$ cat src/rtl/serialize_channels.sv
// serialize_channels: captures four I/Q channel pairs per frame and emits them as an 8-word
// interleaved stream followed by one gap cycle. Define SERIALIZE_CHANNELS_PENDING_EN for a one-deep pending frame buffer.
module serialize_channels #(
   parameter int DW = 16
) (
   input  logic          clk,
   input  logic          rst_n,
   input  logic [DW-1:0] i_in0,
   input  logic [DW-1:0] q_in0,
   input  logic [DW-1:0] i_in1,
   input  logic [DW-1:0] q_in1,
   input  logic [DW-1:0] i_in2,
   input  logic [DW-1:0] q_in2,
   input  logic [DW-1:0] i_in3,
   input  logic [DW-1:0] q_in3,
   input  logic          strobe_in,
   output logic [DW-1:0] stream_out,
   output logic          strobe_out,
   output logic          busy,
   output logic          overrun
);

   typedef enum logic [1:0] {
      IDLE = 2'd0,
      SEND = 2'd1,
      GAP  = 2'd2
   } state_t;

   state_t        state_r;
   state_t        state_nxt_s;
   logic [2:0]    idx_r;
   logic [2:0]    idx_nxt_s;
   logic [DW-1:0] frame_r [8];
   logic [DW-1:0] in_s    [8];
   logic [DW-1:0] pend_s  [8];
   logic          pend_vld_s;
   logic          pend_to_frame_s;
   logic          accept_s;
   logic          drop_s;
   logic [DW-1:0] stream_nxt_s;
   logic          strobe_nxt_s;

   assign in_s[0] = i_in0;
   assign in_s[1] = q_in0;
   assign in_s[2] = i_in1;
   assign in_s[3] = q_in1;
   assign in_s[4] = i_in2;
   assign in_s[5] = q_in2;
   assign in_s[6] = i_in3;
   assign in_s[7] = q_in3;

   // A fresh frame is taken straight into the frame register in IDLE, and in GAP when nothing is
   // pending, so back-to-back strobes nine cycles apart never overrun.
   assign accept_s = strobe_in & ((state_r == IDLE) | ((state_r == GAP) & ~pend_vld_s));

`ifdef SERIALIZE_CHANNELS_PENDING_EN
   logic [DW-1:0] pend_r [8];
   logic          pend_vld_r;
   logic          pend_load_s;

   assign pend_vld_s      = pend_vld_r;
   assign pend_to_frame_s = (state_r == GAP) & pend_vld_r;
   assign pend_load_s     = strobe_in & (((state_r == SEND) & ~pend_vld_r) | pend_to_frame_s);
   assign drop_s          = strobe_in & (state_r == SEND) & pend_vld_r;
   assign pend_s          = pend_r;

   // Pending slot: filled from live inputs while busy, drained into the frame register in GAP
   always_ff @(posedge clk or negedge rst_n) begin
      if (!rst_n) begin
         pend_vld_r <= 1'b0;
         for (int i = 0; i < 8; i++) begin
            pend_r[i] <= {DW{1'b0}};
         end
      end else if (pend_load_s) begin
         pend_vld_r <= 1'b1;
         for (int i = 0; i < 8; i++) begin
            pend_r[i] <= in_s[i];
         end
      end else if (pend_to_frame_s) begin
         pend_vld_r <= 1'b0;
      end else begin
         pend_vld_r <= pend_vld_r;
      end
   end
`else
   assign pend_vld_s      = 1'b0;
   assign pend_to_frame_s = 1'b0;
   assign drop_s          = strobe_in & (state_r == SEND);

   // No pending storage: the frame-register reload path sees constant zeros
   always_comb begin
      for (int i = 0; i < 8; i++) begin
         pend_s[i] = {DW{1'b0}};
      end
   end
`endif

   // State and word-index register
   always_ff @(posedge clk or negedge rst_n) begin
      if (!rst_n) begin
         state_r <= IDLE;
         idx_r   <= 3'd0;
      end else begin
         state_r <= state_nxt_s;
         idx_r   <= idx_nxt_s;
      end
   end

   // Next-state logic; idx names the word currently on stream_out
   always_comb begin
      state_nxt_s = state_r;
      idx_nxt_s   = idx_r;
      case (state_r)
         IDLE: begin
            if (accept_s) begin
               state_nxt_s = SEND;
               idx_nxt_s   = 3'd0;
            end else begin
               state_nxt_s = IDLE;
               idx_nxt_s   = 3'd0;
            end
         end
         SEND: begin
            if (idx_r == 3'd7) begin
               state_nxt_s = GAP;
               idx_nxt_s   = 3'd0;
            end else begin
               state_nxt_s = SEND;
               idx_nxt_s   = idx_r + 3'd1;
            end
         end
         GAP: begin
            if (accept_s || pend_to_frame_s) begin
               state_nxt_s = SEND;
               idx_nxt_s   = 3'd0;
            end else begin
               state_nxt_s = IDLE;
               idx_nxt_s   = 3'd0;
            end
         end
         default: begin
            state_nxt_s = IDLE;
            idx_nxt_s   = 3'd0;
         end
      endcase
   end

   // Frame register: loaded only when a new frame starts, frozen while words are emitted
   always_ff @(posedge clk or negedge rst_n) begin
      if (!rst_n) begin
         for (int i = 0; i < 8; i++) begin
            frame_r[i] <= {DW{1'b0}};
         end
      end else if (accept_s) begin
         for (int i = 0; i < 8; i++) begin
            frame_r[i] <= in_s[i];
         end
      end else if (pend_to_frame_s) begin
         for (int i = 0; i < 8; i++) begin
            frame_r[i] <= pend_s[i];
         end
      end else begin
         for (int i = 0; i < 8; i++) begin
            frame_r[i] <= frame_r[i];
         end
      end
   end

   // Output decode: word 0 comes from the source being loaded so it appears one cycle after the strobe
   always_comb begin
      stream_nxt_s = stream_out;
      strobe_nxt_s = 1'b0;
      if (accept_s) begin
         stream_nxt_s = i_in0;
         strobe_nxt_s = 1'b1;
      end else if (pend_to_frame_s) begin
         stream_nxt_s = pend_s[0];
         strobe_nxt_s = 1'b1;
      end else if ((state_r == SEND) && (idx_r != 3'd7)) begin
         stream_nxt_s = frame_r[idx_r + 3'd1];
         strobe_nxt_s = 1'b1;
      end else begin
         stream_nxt_s = stream_out;
         strobe_nxt_s = 1'b0;
      end
   end

   // Registered stream outputs and overrun pulse
   always_ff @(posedge clk or negedge rst_n) begin
      if (!rst_n) begin
         stream_out <= {DW{1'b0}};
         strobe_out <= 1'b0;
         overrun    <= 1'b0;
      end else begin
         stream_out <= stream_nxt_s;
         strobe_out <= strobe_nxt_s;
         overrun    <= drop_s;
      end
   end

   assign busy = (state_r == SEND) || (state_r == GAP);

endmodule

$ cat config.mk
export PLATFORM = sky130hd
export DESIGN_NAME = serialize_channels
export DESIGN_NICKNAME = d
export VERILOG_FILES = /design/src/rtl/serialize_channels.sv
export SDC_FILE = /design/constraint.sdc
export NUM_CORES = 1
export LEC_CHECK = 0
export BUFFER_PORTS_ARGS = -buffer_cell sky130_fd_sc_hd__buf_2
export CORE_MARGIN = 1.5
export CORE_UTILIZATION = 49
export DETAILED_ROUTE_END_ITERATION = 7
export GPL_TIMING_DRIVEN = 0
export PLACE_DENSITY = 0.8
export SKIP_CTS_REPAIR_TIMING = 1
export SLEW_MARGIN = 20
export SYNTH_ARGS = -nofsm -noshare
export SYNTH_HDL_FRONTEND = slang
export SYNTH_SLANG_ARGS = --single-unit
$ cat constraint.sdc
create_clock -name clk -period 1.9 [get_ports clk]
set_clock_uncertainty 0.05 [all_clocks]
set_input_delay 0.19 -clock clk [delete_from_list [all_inputs] [get_ports clk]]
set_output_delay 0.19 -clock clk [all_outputs]
set_load 0.02 [all_outputs]
Yosys cells after proc, flatten, opt, wreduce, memory -nomap -nowiden
Cells that the tools add are included.
Widths: inputs -> output; s select.
{ "totals": {"wordCells": 40, "output_inout_bits": 19, "in_bits": 131, "register_bits": 151} }
{ "classes": {"bitwise_logic": 4, "n_lt_le_gt_ge": 1, "add_sub_neg": 1, "n_reduce_logical": 5, "n_eq_ne": 4, "n_mux": 12} }
{ "op_table": {"columns": ["op", "count"], "rows": [
  ["$mux 16", 4],
  ["$bmux 16 s3", 1],
  ["$mux 3", 2],
  ["$ge 4x4->1 const B", 1],
  ["$not 3->4", 1],
  ["$pmux 2 s2", 1],
  ["$add 3x1->3 const B", 1],
  ["$eq 3x3->1 const B", 1],
  ["$mux 1", 3],
  ["$ne 3x3->1 const B", 1],
  ["$and 1x1->1", 2],
  ["$eq 2x1->1 const B", 1],
  ["$eq 2x2->1 const B", 1],
  ["$logic_not 2->1", 1],
  ["$mux 2", 1],
  ["$reduce_bool 2->1", 1],
  ["$reduce_or 2->1", 1],
  ["$logic_and 1x1->1", 1],
  ["$logic_or 1x1->1", 1],
  ["$or 1x1->1", 1]
]} }

Logic depth before layout (Yosys ltp)
{ "logic_depth": {"word_depth": 7, "mapped_depth": 9, "mapped_depth_nobuf": 5} }

Worst setup path before layout
OpenSTA, ideal clock, no wires.
{ "synth_timing": {"kind": "flip-flop to flip-flop", "start": "register idx_r[0]", "end": "register stream_out[10]", "setup_ns": 0.064, "n_path_buf": 2, "required_time_ns": 1.786, "setup_slack_ns": 0.022, "path_stages_with_launch": 8, "arrival_time_ns": 1.764, "path_cell_list": "dfrtp_1 > ha_1 > ha_1 > and2_1 > buf_2 > buf_4 > a222oi_1 > a21o_1"} }
{ "synth_via": {"elab_chain_cells": 7, "word_cells_on_any_way": 10, "cone_classes": "1 x add/sub; 1 x eq/ne; 5 x mux; 1 x bitwise; 2 x reduce/logical"} }
{ "synth_rtl": {"columns": ["element", "line_no", "text"], "rows": [
  ["start: declaration", "31", "logic [2:0] idx_r;"],
  ["start signal: assignment", "105", "idx_r <= idx_nxt_s;"],
  ["$add 3x1->3", "180", "stream_nxt_s = frame_r[idx_r + 3'd1];"],
  ["$not 3->4 (implied by the code)", "180", null],
  ["$bmux 16 s3", "180", null],
  ["$mux 16 (implied by the code) (2 in a row)", "180", null],
  ["$mux 16", "179", "end else if ((state_r == SEND) && (idx_r != 3'd7)) begin"],
  ["$mux 16", "173", "if (accept_s) begin"],
  ["end signal: assignment", "191", "stream_out <= {DW{1'b0}};"],
  ["end signal: assignment", "195", "stream_out <= stream_nxt_s;"],
  ["end: declaration", "17", "output logic [DW-1:0] stream_out,"]
]} }
Parallel ways exist; a longest one is shown, timed or not. The select of a mux whose other input is x is not followed.
A chain may end at the register's enable or synchronous reset.

Worst setup path after layout
{ "layout_timing": {"start": "register idx_r[0]", "end": "register stream_out[13]"} }
Same word-level chain as after synthesis.

==> flow_summary.toml <==
[final_layout]
layout-drive-gt1-share_pct = 24.0
fin_nets = 1180
final_area_sq_um = 9930
diodes = 0
syn_to_final_growth_pct = 41.9

[route]
routed_wl_um = 22800
routed_via_density = 5.49
drt_first_pass_iters = 5
drtIter0Drc = 776
num_vias = 6785
wire_per_inst_um = 18.5
drc_errors = 0
ant_nets = 0

[floorplan]
ios = 150
floorplan.initialDensity_pct = 50.2
dieHeight_um = 122
fp.dieW_um = 122
fp.coreArea_sq_um = 13900
fp.dieArea_sq_um = 15000
rows = 43

[sta]
relSlewSlack_pct = 63.3
setup_viol = 2
timing.final.crit_period_ns = 1.96
hold_viol = 0
slew_violations = 0
max_freq_ghz = 0.511
grt_setup_unrepaired = "true"
worst_slack_ns = -0.0568
setup_tns_ns = -0.0887
worst_pin_slew_ns = 0.551
post-route-period-util_pct = 103

[synthesis]
synth_cell_types = 25
synth.most_common_cell = "nand2_1"
synth.top_cells.by_area = "dfrtp_1, nand2_1, mux2i_1"
ys_warn_count = 0
syn_nets = 893
async_flop_share_pct = 100
synthFlopType = "dfrtp_1"
synth.top_cells.by_count = "nand2_1, dfrtp_1, mux2i_1, buf_2, inv_1"
synth_area_sq_um = 7000
ys_seq_elements = 151
synth.top_cell.area_share_pct = 54.0
yosysSeqAreaShare_pct = 54.0
syn_inst = 756
synth_edf_count = 0
synth_largest_area_cell = "dfrtp_1"
synth.avg_cell_area_sq_um = 9.25

[clock_network]
clkSinkCount = 151
cts_max_path_buffers = 2
cts_buffers = 17
clockRootBuffer = "clkbuf_16"
cts_tree = "yes"
htreeDepth = 4
worstSkewPairLatency_ns = 0.43
clkTransAtPathRegs_ns = 0.06

[global_route]
gr-total-overflow = 0
grt_use_total_pct = 27.7
grt_pass1_wl_um = 30700
grt_pass1_vias = 5999
antenna_found_initial = 0
grt_max_degree = 90

[place]
placed_area_sq_um = 8000
place_congestion = 0.896
dp_hpwl_um = 13800
port_buffers = 148

[critical_path]
worstRegToRegCells = 7
path_class = "flip-flop to flip-flop"
worst_r2r_endpoint = "stream_out[13]$_DFFE_PN0P_"
critPathArrivalTime_ns = 2.27
reg2reg_setup_slack_ns = -0.06
r2r_start = "idx_r[0]$_DFF_PN0_"
crit_required_ns = 2.21
start_kind = "flip-flop"
endpoint_kind = "flip-flop"
cp_max_fo = 10

[power_and_ir_drop]
power_density_nw_per_um2 = 1670
p_leak_nw = 5.31
ir_worst_vdd_v = 0.000928

[min_path]
worstHoldStart = "i_in0[0]"
holdPathEnd = "frame_r[112]$_DFFE_PN0P_"
hold_depth = 3
min_path_type = "primary input to flip-flop"

[status]
failed_checks = "setup timing"
status = "finished with violations"

[job]
drv_cap = 0
area by class of cell:
| type | instances | area (sq um) |
|---|---|---|
| clock inverter | 9 | 100 |
| buffer | 52 | 380 |
| inverter | 18 | 67.6 |
| clock buffer | 22 | 474 |
| tap | 180 | 225 |
| fill | 963 | 4010 |
| timing repair buffer | 270 | 1970 |
| sequential | 151 | 3780 |
| multi-input combinational | 533 | 2930 |
sequential cells by signal, indices dropped and copies added, names as in the netlist:
| signal | flops |
|---|---|
| frame_r | 128 |
| idx_r | 3 |
| overrun | 1 |
| state_r | 2 |
| stream_out | 16 |
| strobe_out | 1 |
critical path, stage by stage (launching register included):
cell	delay, ns
dfrtp_1	0.41
ha_2	0.20
ha_4	0.17
nand2b_1	0.14
buf_2	0.19
clkbuf_4	0.24
a211oi_2	0.31
a21o_1	0.17
routing by layer:
| metal | wire length (um) | global-route usage (%) | share of wire (%) | vias to the layer above |
|---|---|---|---|---|
| li1 | - | - | - | 3053 |
| met4 | 1080 | 10.8 | 4.7 | 0 |
| met1 | 8840 | 36.3 | 39 | 3251 |
| met5 | 0 | 0 | 0 | - |
| met2 | 11200 | 44.7 | 49 | 391 |
| met3 | 1710 | 6.46 | 7.5 | 90 |
cells in the final DEF, fill, tap and decap left out, types with 2 or more instances in the layout:
cell type / instances
o31ai_2: 4
buf_6: 7
buf_2: 162
clkbuf_16: 17
inv_1: 18
dlygate4sd3_1: 114
dfrtp_1: 151
bufinv_16: 2
o211ai_1: 16
o31ai_1: 12
mux2i_1: 64
a211oi_2: 7
nand2_1: 368
clkinvlp_4: 2
a21o_1: 16
nor2b_1: 2
ha_1: 4
clkinv_2: 5
clkbuf_8: 3
buf_8: 2
clkbuf_4: 10
and2_1: 3
a211oi_1: 8
a222oi_1: 16
buf_4: 19
clkbuf_2: 3
clkbuf_1: 5
stage by stage:
step / worst slack (ns) / hold WS [ns] / utilization [%] / total power [mW] / instances
2_1_floorplan: 0.0217 / -0.156 / - / 10.1 / 756
3_3_place_gp: -1.56 / 0.332 / 57.1 / 12.0 / 1084
3_5_place_dp: -0.267 / 0.114 / 57.4 / 12.2 / 1085
4_1_cts: -0.334 / -0.333 / 61.5 / 15.6 / 1116
5_1_grt: -0.0854 / 0.0137 / 71.3 / 17.4 / 1235
6_report: -0.0568 / 0.00579 / 71.3 / 16.5 / 1235
where the power goes:
group          internal (mW)  switching [mW]  total (mW)  leakage, nW
registers               4.76           0.915        5.67         1.87
clock network           2.02            1.30        3.31        0.282
logic                   3.18            4.37        7.55         3.16
total                   9.96            6.58        16.5         5.31
cells by family after synthesis:
logic type | Yosys count | share of synthesized area [%]
flops | 151 | 54.0
fa+ha+maj | 6 | 1.07
buf+inv | 72 | 5.62
compound gates | 83 | 9.41
mux | 64 | 9.16
simple gates | 380 | 20.7
how the worst max path moves through the flow:
stage | from | endpoint | slack [ns]
after CTS | idx_r[0]$_DFF_PN0_ | stream_out[8]$_DFFE_PN0P_ | -0.33
after global placement | rst_n | frame_r[72]$_DFFE_PN0P_ | -1.56
final | idx_r[0]$_DFF_PN0_ | stream_out[13]$_DFFE_PN0P_ | -0.06
after floorplan | idx_r[0]$_DFF_PN0_ | stream_out[10]$_DFFE_PN0P_ | 0.02
after global routing | idx_r[0]$_DFF_PN0_ | stream_out[13]$_DFFE_PN0P_ | -0.09
after detailed placement | idx_r[0]$_DFF_PN0_ | stream_out[6]$_DFFE_PN0P_ | -0.27
Note: power is estimated with default switching activity, not from simulation.
